**src/rtl/mem_port_arbiter.sv**
```systemverilog
// mem_port_arbiter: shares one single-port sync RAM between the
// instruction-fetch and data ports, one transaction at a time.
//
// Ports:
//   clk, reset        rising-edge clock, async active-high reset
//   i_req/i_addr      fetch read request, held until i_gnt
//   i_gnt/i_rvalid    one-cycle grant / read-data-valid pulses
//   i_rdata           registered fetch read data
//   d_req/d_we/...    data request (read or write), held until d_gnt
//   d_gnt/d_rvalid    one-cycle grant / read-data-valid pulses
//   d_rdata           registered data read data
//   m_en/m_we/...     RAM command, m_rdata returns MEM_LAT cycles later
//   busy              high whenever a transaction is in progress
module mem_port_arbiter #(
  parameter int unsigned MEM_LAT      = 2,
  parameter int unsigned MAX_D_STREAK = 3
) (
  input  logic        clk,
  input  logic        reset,
  input  logic        i_req,
  input  logic [31:0] i_addr,
  output logic        i_gnt,
  output logic        i_rvalid,
  output logic [31:0] i_rdata,
  input  logic        d_req,
  input  logic        d_we,
  input  logic [31:0] d_addr,
  input  logic [31:0] d_wdata,
  output logic        d_gnt,
  output logic        d_rvalid,
  output logic [31:0] d_rdata,
  output logic        m_en,
  output logic        m_we,
  output logic [31:0] m_addr,
  output logic [31:0] m_wdata,
  input  logic [31:0] m_rdata,
  output logic        busy
);

  localparam logic [3:0] LAT   = 4'(MEM_LAT);
  localparam logic [7:0] S_MAX = 8'(MAX_D_STREAK);

  typedef enum logic [1:0] {
    IDLE,
    CMD,
    WAIT,
    RESP
  } state_t;

  state_t      state_q, state_d;
  logic [7:0]  streak_q, streak_d;
  logic [3:0]  lat_q, lat_d;
  logic        own_d_q, own_d_d;
  logic        we_q, we_d;

  logic        i_gnt_q, i_gnt_d;
  logic        i_rvalid_q, i_rvalid_d;
  logic [31:0] i_rdata_q, i_rdata_d;
  logic        d_gnt_q, d_gnt_d;
  logic        d_rvalid_q, d_rvalid_d;
  logic [31:0] d_rdata_q, d_rdata_d;
  logic        m_en_q, m_en_d;
  logic        m_we_q, m_we_d;
  logic [31:0] m_addr_q, m_addr_d;
  logic [31:0] m_wdata_q, m_wdata_d;
  logic        busy_q, busy_d;

  logic        pick_d;
  logic        at_max;

  // Data wins unless fetch is also waiting and the data streak
  // has reached its cap.
  assign at_max = (streak_q == S_MAX);
  assign pick_d = d_req && !(i_req && at_max);

  always_ff @(posedge clk or posedge reset) begin
    if (reset) begin
      state_q    <= IDLE;
      streak_q   <= '0;
      lat_q      <= '0;
      own_d_q    <= 1'b0;
      we_q       <= 1'b0;
      i_gnt_q    <= 1'b0;
      i_rvalid_q <= 1'b0;
      i_rdata_q  <= '0;
      d_gnt_q    <= 1'b0;
      d_rvalid_q <= 1'b0;
      d_rdata_q  <= '0;
      m_en_q     <= 1'b0;
      m_we_q     <= 1'b0;
      m_addr_q   <= '0;
      m_wdata_q  <= '0;
      busy_q     <= 1'b0;
    end else begin
      state_q    <= state_d;
      streak_q   <= streak_d;
      lat_q      <= lat_d;
      own_d_q    <= own_d_d;
      we_q       <= we_d;
      i_gnt_q    <= i_gnt_d;
      i_rvalid_q <= i_rvalid_d;
      i_rdata_q  <= i_rdata_d;
      d_gnt_q    <= d_gnt_d;
      d_rvalid_q <= d_rvalid_d;
      d_rdata_q  <= d_rdata_d;
      m_en_q     <= m_en_d;
      m_we_q     <= m_we_d;
      m_addr_q   <= m_addr_d;
      m_wdata_q  <= m_wdata_d;
      busy_q     <= busy_d;
    end
  end

  // Outputs are registered, so each one is computed for the
  // state being entered rather than the current one.
  always_comb begin
    state_d    = state_q;
    streak_d   = streak_q;
    lat_d      = lat_q;
    own_d_d    = own_d_q;
    we_d       = we_q;
    i_gnt_d    = 1'b0;
    i_rvalid_d = 1'b0;
    i_rdata_d  = i_rdata_q;
    d_gnt_d    = 1'b0;
    d_rvalid_d = 1'b0;
    d_rdata_d  = d_rdata_q;
    m_en_d     = 1'b0;
    m_we_d     = 1'b0;
    m_addr_d   = m_addr_q;
    m_wdata_d  = m_wdata_q;

    unique case (state_q)
      IDLE: begin
        if (i_req || d_req) begin
          state_d = CMD;
          own_d_d = pick_d;
          m_en_d  = 1'b1;
          if (pick_d) begin
            d_gnt_d   = 1'b1;
            we_d      = d_we;
            m_we_d    = d_we;
            m_addr_d  = d_addr;
            m_wdata_d = d_wdata;
            if (i_req && !at_max) begin
              streak_d = streak_q + 8'd1;
            end
          end else begin
            i_gnt_d   = 1'b1;
            we_d      = 1'b0;
            m_addr_d  = i_addr;
            m_wdata_d = '0;
            streak_d  = '0;
          end
        end
      end
      CMD: begin
        if (we_q) begin
          state_d = IDLE;
        end else begin
          state_d = WAIT;
          lat_d   = LAT;
        end
      end
      WAIT: begin
        lat_d = lat_q - 4'd1;
        if (lat_q == 4'd1) begin
          state_d = RESP;
          if (own_d_q) begin
            d_rdata_d  = m_rdata;
            d_rvalid_d = 1'b1;
          end else begin
            i_rdata_d  = m_rdata;
            i_rvalid_d = 1'b1;
          end
        end
      end
      RESP: begin
        state_d = IDLE;
      end
      default: begin
        state_d = IDLE;
      end
    endcase

    busy_d = (state_d != IDLE);
  end

  assign i_gnt    = i_gnt_q;
  assign i_rvalid = i_rvalid_q;
  assign i_rdata  = i_rdata_q;
  assign d_gnt    = d_gnt_q;
  assign d_rvalid = d_rvalid_q;
  assign d_rdata  = d_rdata_q;
  assign m_en     = m_en_q;
  assign m_we     = m_we_q;
  assign m_addr   = m_addr_q;
  assign m_wdata  = m_wdata_q;
  assign busy     = busy_q;

endmodule

```
**config.mk**
```make
export PLATFORM = sky130hd
export DESIGN_NAME = mem_port_arbiter
export DESIGN_NICKNAME = d
export VERILOG_FILES = /design/src/rtl/mem_port_arbiter.sv
export SDC_FILE = /design/constraint.sdc
export NUM_CORES = 1
export LEC_CHECK = 0
export CORE_MARGIN = 5
export CORE_UTILIZATION = 25
export DETAILED_ROUTE_END_ITERATION = 12
export GPL_ROUTABILITY_DRIVEN = 1
export REMOVE_ABC_BUFFERS = 1
export SETUP_SLACK_MARGIN = 0.3
export SLEW_MARGIN = 25
export SYNTH_ARGS = -nofsm -noshare
export SYNTH_HDL_FRONTEND = slang
export SYNTH_SLANG_ARGS = --single-unit
```
**constraint.sdc**
```tcl
create_clock -name clk -period 6.5 [get_ports clk]
set_clock_uncertainty 0.1 [all_clocks]
set_input_delay 0.975 -clock clk [delete_from_list [all_inputs] [get_ports clk]]
set_output_delay 0.975 -clock clk [all_outputs]
set_load 0.005 [all_outputs]
```
### Yosys cells after proc, flatten, opt, wreduce, memory -nomap -nowiden

Index checks and enable logic that the tools add are counted.

* shifts and indexed selects: 0
* reduce and logical (&&, ||, !) cells: 14
* div/mod/pow operators: 0
* magnitude comparators: 0
* bitwise operators: 1
* add/sub/neg operators: 2
* equal/unequal tests: 7
* muxes and demuxes: 27
* multipliers: 0

Operators with widths (number)
* $mux W32: 2
* $mux W1: 17
* $mux W8: 2
* $reduce_and A3 Y1: 3
* $add A8 B1 Y8 const B: 1
* $eq A8 B2 Y1 const B: 1
* $pmux W2 S4: 1
* $pmux W4 S2: 1
* $mux W2: 3
* $eq A2 B2 Y1 const B: 2
* $eq A4 B1 Y1 const B: 1
* $mux W4: 1
* $reduce_and A2 Y1: 2
* $reduce_bool A2 Y1: 2
* $sub A4 B1 Y4 const B: 1
* $logic_and A1 B1 Y1: 3
* $eq A2 B1 Y1 const B: 1
* $logic_not A1 Y1: 2
* $logic_not A2 Y1: 1
* $ne A2 B1 Y1 const B: 1
* $ne A2 B2 Y1 const B: 1
* $logic_or A1 B1 Y1: 1
* $not A1 Y1: 1

* output and inout port bits: 135
* memories kept: 0
* memory bits (read-only): 0
* bits in registers: 151
* logic and storage cells: 67
* bits of input ports: 133
* bits in latches: 0
* memory bits (writable): 0

### Logic depth before layout (Yosys ltp)

* depth after elaboration: 7
* gate-level depth with buffers: 7

### Worst setup path before layout

No wires, ideal clock.

* path type: input to register
* start point: input port i_req
* end point: register m_addr_q[10], in the netlist m_addr[10]
* arrival time: 1974 ps
* cell stages on the path: 5
* required time: 6323 ps
* path buffers: 2
* slack: 4348 ps
* cell sequence: o21ai_1 -> inv_1 -> buf_2 -> buf_2 -> a21oi_1

* cells in the longest elaborated chain, start to end: 4

RTL lines
* start: declaration: line 20 `input logic i_req,`
* $logic_and A1 B1 Y1: line 74 `assign pick_d = d_req && !(i_req && at_max);`
* $logic_not A1 Y1: line 74
* $logic_and A1 B1 Y1: line 74
* $mux W32: line 139 `if (pick_d) begin`
* end signal: assignment: line 108 `m_addr_q <= m_addr_d;`
* end: declaration: line 64 `logic [31:0] m_addr_q, m_addr_d;`

Several ways; a longest one is shown, not always the timed one.
A chain may end at the register's enable or synchronous reset.

### Worst setup path after layout

* start point: input port i_req
* end point: register busy_q, in the netlist busy

* cells in the longest elaborated chain, start to end: 4

RTL lines
* $logic_or A1 B1 Y1: line 135 `if (i_req || d_req) begin`
* $mux W2: line 135
* $pmux W2 S4: line 133 `unique case (state_q)`
* $reduce_bool A2 Y1: line 186 `busy_d = (state_d != IDLE);`
* via busy_d: line 66 `logic busy_q, busy_d;`
* end signal: assignment: line 110 `busy_q <= busy_d;`
* end: declaration: line 66

The timed path passes the listed nets, and every way through them passes these cells.

==> metrics.cfg <==
[status]
status=completed

[timing]
slew_headroom_pct=41.7
fin_crit_ps=3210
timing_worst_slew_pin_value_ps=875
slew_violations=0
report.final.setup_viol=0
timing.fmax_mhz=312
timing.setup.tns_ps=0
final-hold-violation-count=0
fin_ws_ps=3290
unrepaired_setup_endpoints_after_global_routing=no
layout_worst_path_cycle_share_pct=49.3

[die]
chipHeight_microns=165
ioPinCount=268
die_area_sq_um=27200
floorplan.rows=56
initial_utilization_pct=25.5
design.core.area_sq_um=23500
die-width_microns=165

[global_route]
grtUsageTotal_pct=12.1
grt_pass1_vias=4690
grt_remaining_overflow=0
grt_start_max_net_pins=105
antenna_found_initial=0
grt_pass1_wl_microns=25600

[clocking]
numClockSinks=151
tritoncts=yes
cts_hold_buffers=0
clock_tree.root_cell=clkbuf_16
clk_path_buf_depth=2
clk_pin_slew_worst_setup_hold_paths_ps=70
cts_post_setup_buffers_inserted=0
numCtsBuffers=17
count_of_instances_resized_after_the_clock_tree_is_built=0
insertion_delay_ps=410
clock_tree.htree_level_count=4

[synthesis]
netlist.area_leader.share_pct=62.9
postSynthRegisterBits=151
yosysWarnings=0
post_synth_num_cell_types=38
netlist_instances=453
synth_enable_flop_cells=0
synth_seq_area_share_pct=62.9
dominantRegCellSynth=dfrtp_1
synthesis.area_sq_um=6010
asyncSetResetFlopFracSynth_pct=100
synth_largest_area_cell=dfrtp_1
leading_post_synthesis_cells_by_cell_area=dfrtp_1 (63%), mux2_2 (6.7%), mux2_1 (5.4%), mux2i_1 (5.2%), a22o_1 (5.0%)
postSynthAreaPerCell_sq_um=13.3

[setup_path]
cp.arrival_ps=3400
critical_path.reg2reg.endpoint=busy
timing.reg2reg.worst_path_depth=5
critPathKind=input pin to register
crit-reg2reg-launch=state_q[1]
worst_reg_to_reg_setup_slack_ps=3670
crit_path_required_time_ps=6690
crit_startpoint=i_req
worstSetupEndpointType=register
cp-endpoint=busy
start_kind=input pin
path_max_fanout=68

[power]
ir_worst_vdd_v=0.000156
p_per_area_nw_per_um2=441
seq_power_share_pct=37.9
p_int_uw=2930
clock_power_share_pct=22.9
power.combinational.fraction_pct=39.2
total_leakage_power_uw=0.00409
switching_share_pct=30.7
psw_uw=1300

[place]
gp_congestion=0.714
placedInstanceArea_sq_um=9020
dpl.hpwl_microns=11700
dpl_cells=1018
post-place-ws_ps=3170
placement.io_buffers=267

[routing]
drt-total-wl_microns=16600
firstDrtPassIters=4
drt_iter0_markers=199
post_drt_wl_per_cell_microns=15.8
postRouteAntennaNets=0
post-route-drc-count=0
post_drt_via_cell_ratio=4.30
detailroute.via_count=4518

[layout]
fin_nets=854
flow.area_growth_from_synthesis_pct=59.8
antenna-diode-count=0
nFillCells=2308
final_layout_size_suffix_gt1_share_pct=11.1
layoutNonFillerInstCount=1050
mostFrequentLayoutCell=clkdlybuf4s50_1
most-common-layout-cells=clkdlybuf4s50_1 (267), dfrtp_1 (151), mux2_2 (36)
layout.cell_area.non_filler_sq_um=9600

[flow_run]
cap_viol_max_count=0

[min_path]
timing.hold.worst.start=m_wdata[2]
min_path_type=register to register

worst min-delay path by stage:
| stage | slack [ps] | cells after the start | end |
|---|---|---|---|
| after floorplan | 360 | 1 | we_q |
| after global placement | 360 | 2 | m_wdata[1] |
| after detailed placement | 370 | 1 | i_rdata[18] |
| after CTS | 390 | 1 | i_rdata[21] |
| after global routing | 400 | 1 | i_rdata[2] |
| final | 380 | 2 | m_wdata[2] |
state kept, by name (all words and copies together), names as in the netlist, 2 cells and up:
signal / flops
d_rdata: 32
i_rdata: 32
lat_q: 4
m_addr: 32
m_wdata: 32
state_q: 2
streak_q: 8
per-layer routing:
layer  GRT usage, %  vias to the layer above  share of wire (%)  wire, microns
met5              0                        -                  0              0
met4           4.08                        0               0.87            145
met3           5.62                        7                 12           1990
met2           18.9                      204                 45           7470
met1           14.8                     2158                 42           7000
li1               -                     2149                  -              -
cell families after synthesis:
kind of cell,Yosys count,synth area share (%)
flip-flops,151,62.9
AO/OA/AOI/OAI,88,9.79
AND/OR/NAND/NOR,81,6.43
buffers and inverters,34,2.94
multiplexers,96,17.3
adder cells (fa/ha/maj),3,0.625
cell usage after synthesis (2+ instances only):
master,instances
o21ai_0,11
a21oi_1,35
nor4_1,2
mux2_1,29
nor3_1,5
buf_4,4
buf_2,9
nor2_1,35
nand3_1,4
and3_1,2
dfrtp_1,151
buf_6,3
mux2_2,36
nor2b_1,3
a22o_1,34
ha_1,3
inv_1,8
and2_1,3
nand2_1,19
mux2i_1,31
clkbuf_1,9
area by class of cell:
| cell class | count | area, sq um | area share, % |
|---|---|---|---|
| clock buffers | 17 | 425 | 4.43 |
| clock inverters | 15 | 158 | 1.64 |
| inverters | 8 | 38.8 | 0.404 |
| multi-input cells | 268 | 2070 | 21.6 |
| flip-flops and latches | 151 | 3780 | 39.3 |
| well taps | 319 | 399 | 4.16 |
| repair buffers | 272 | 2730 | 28.4 |
power groups by stage:
stage / clock, uW / sequential (uW) / combinational (uW)
after floorplan: 0 / 1630 / 585
after global placement: 0 / 1610 / 1670
after detailed placement: 0 / 1620 / 1700
after CTS: 1010 / 1610 / 1700
after global routing: 1050 / 1670 / 1820
final: 972 / 1600 / 1660
worst max-delay path, stage by stage:
cell,delay [ps]
clkdlybuf4s50_1,490
o21ai_2,160
buf_4,380
clkinv_2,770
or3_1,610
stage by stage:
stage               utilization (%)  hold slack [ps]  power (uW)
finish                         40.8              382        4240
detailed placement             38.3              374        3310
floorplan                         -              364        2220
global placement               38.1              360        3280
CTS                            40.8              389        4320
global route                   40.8              400        4540
(Power assumes the default switching activity.)
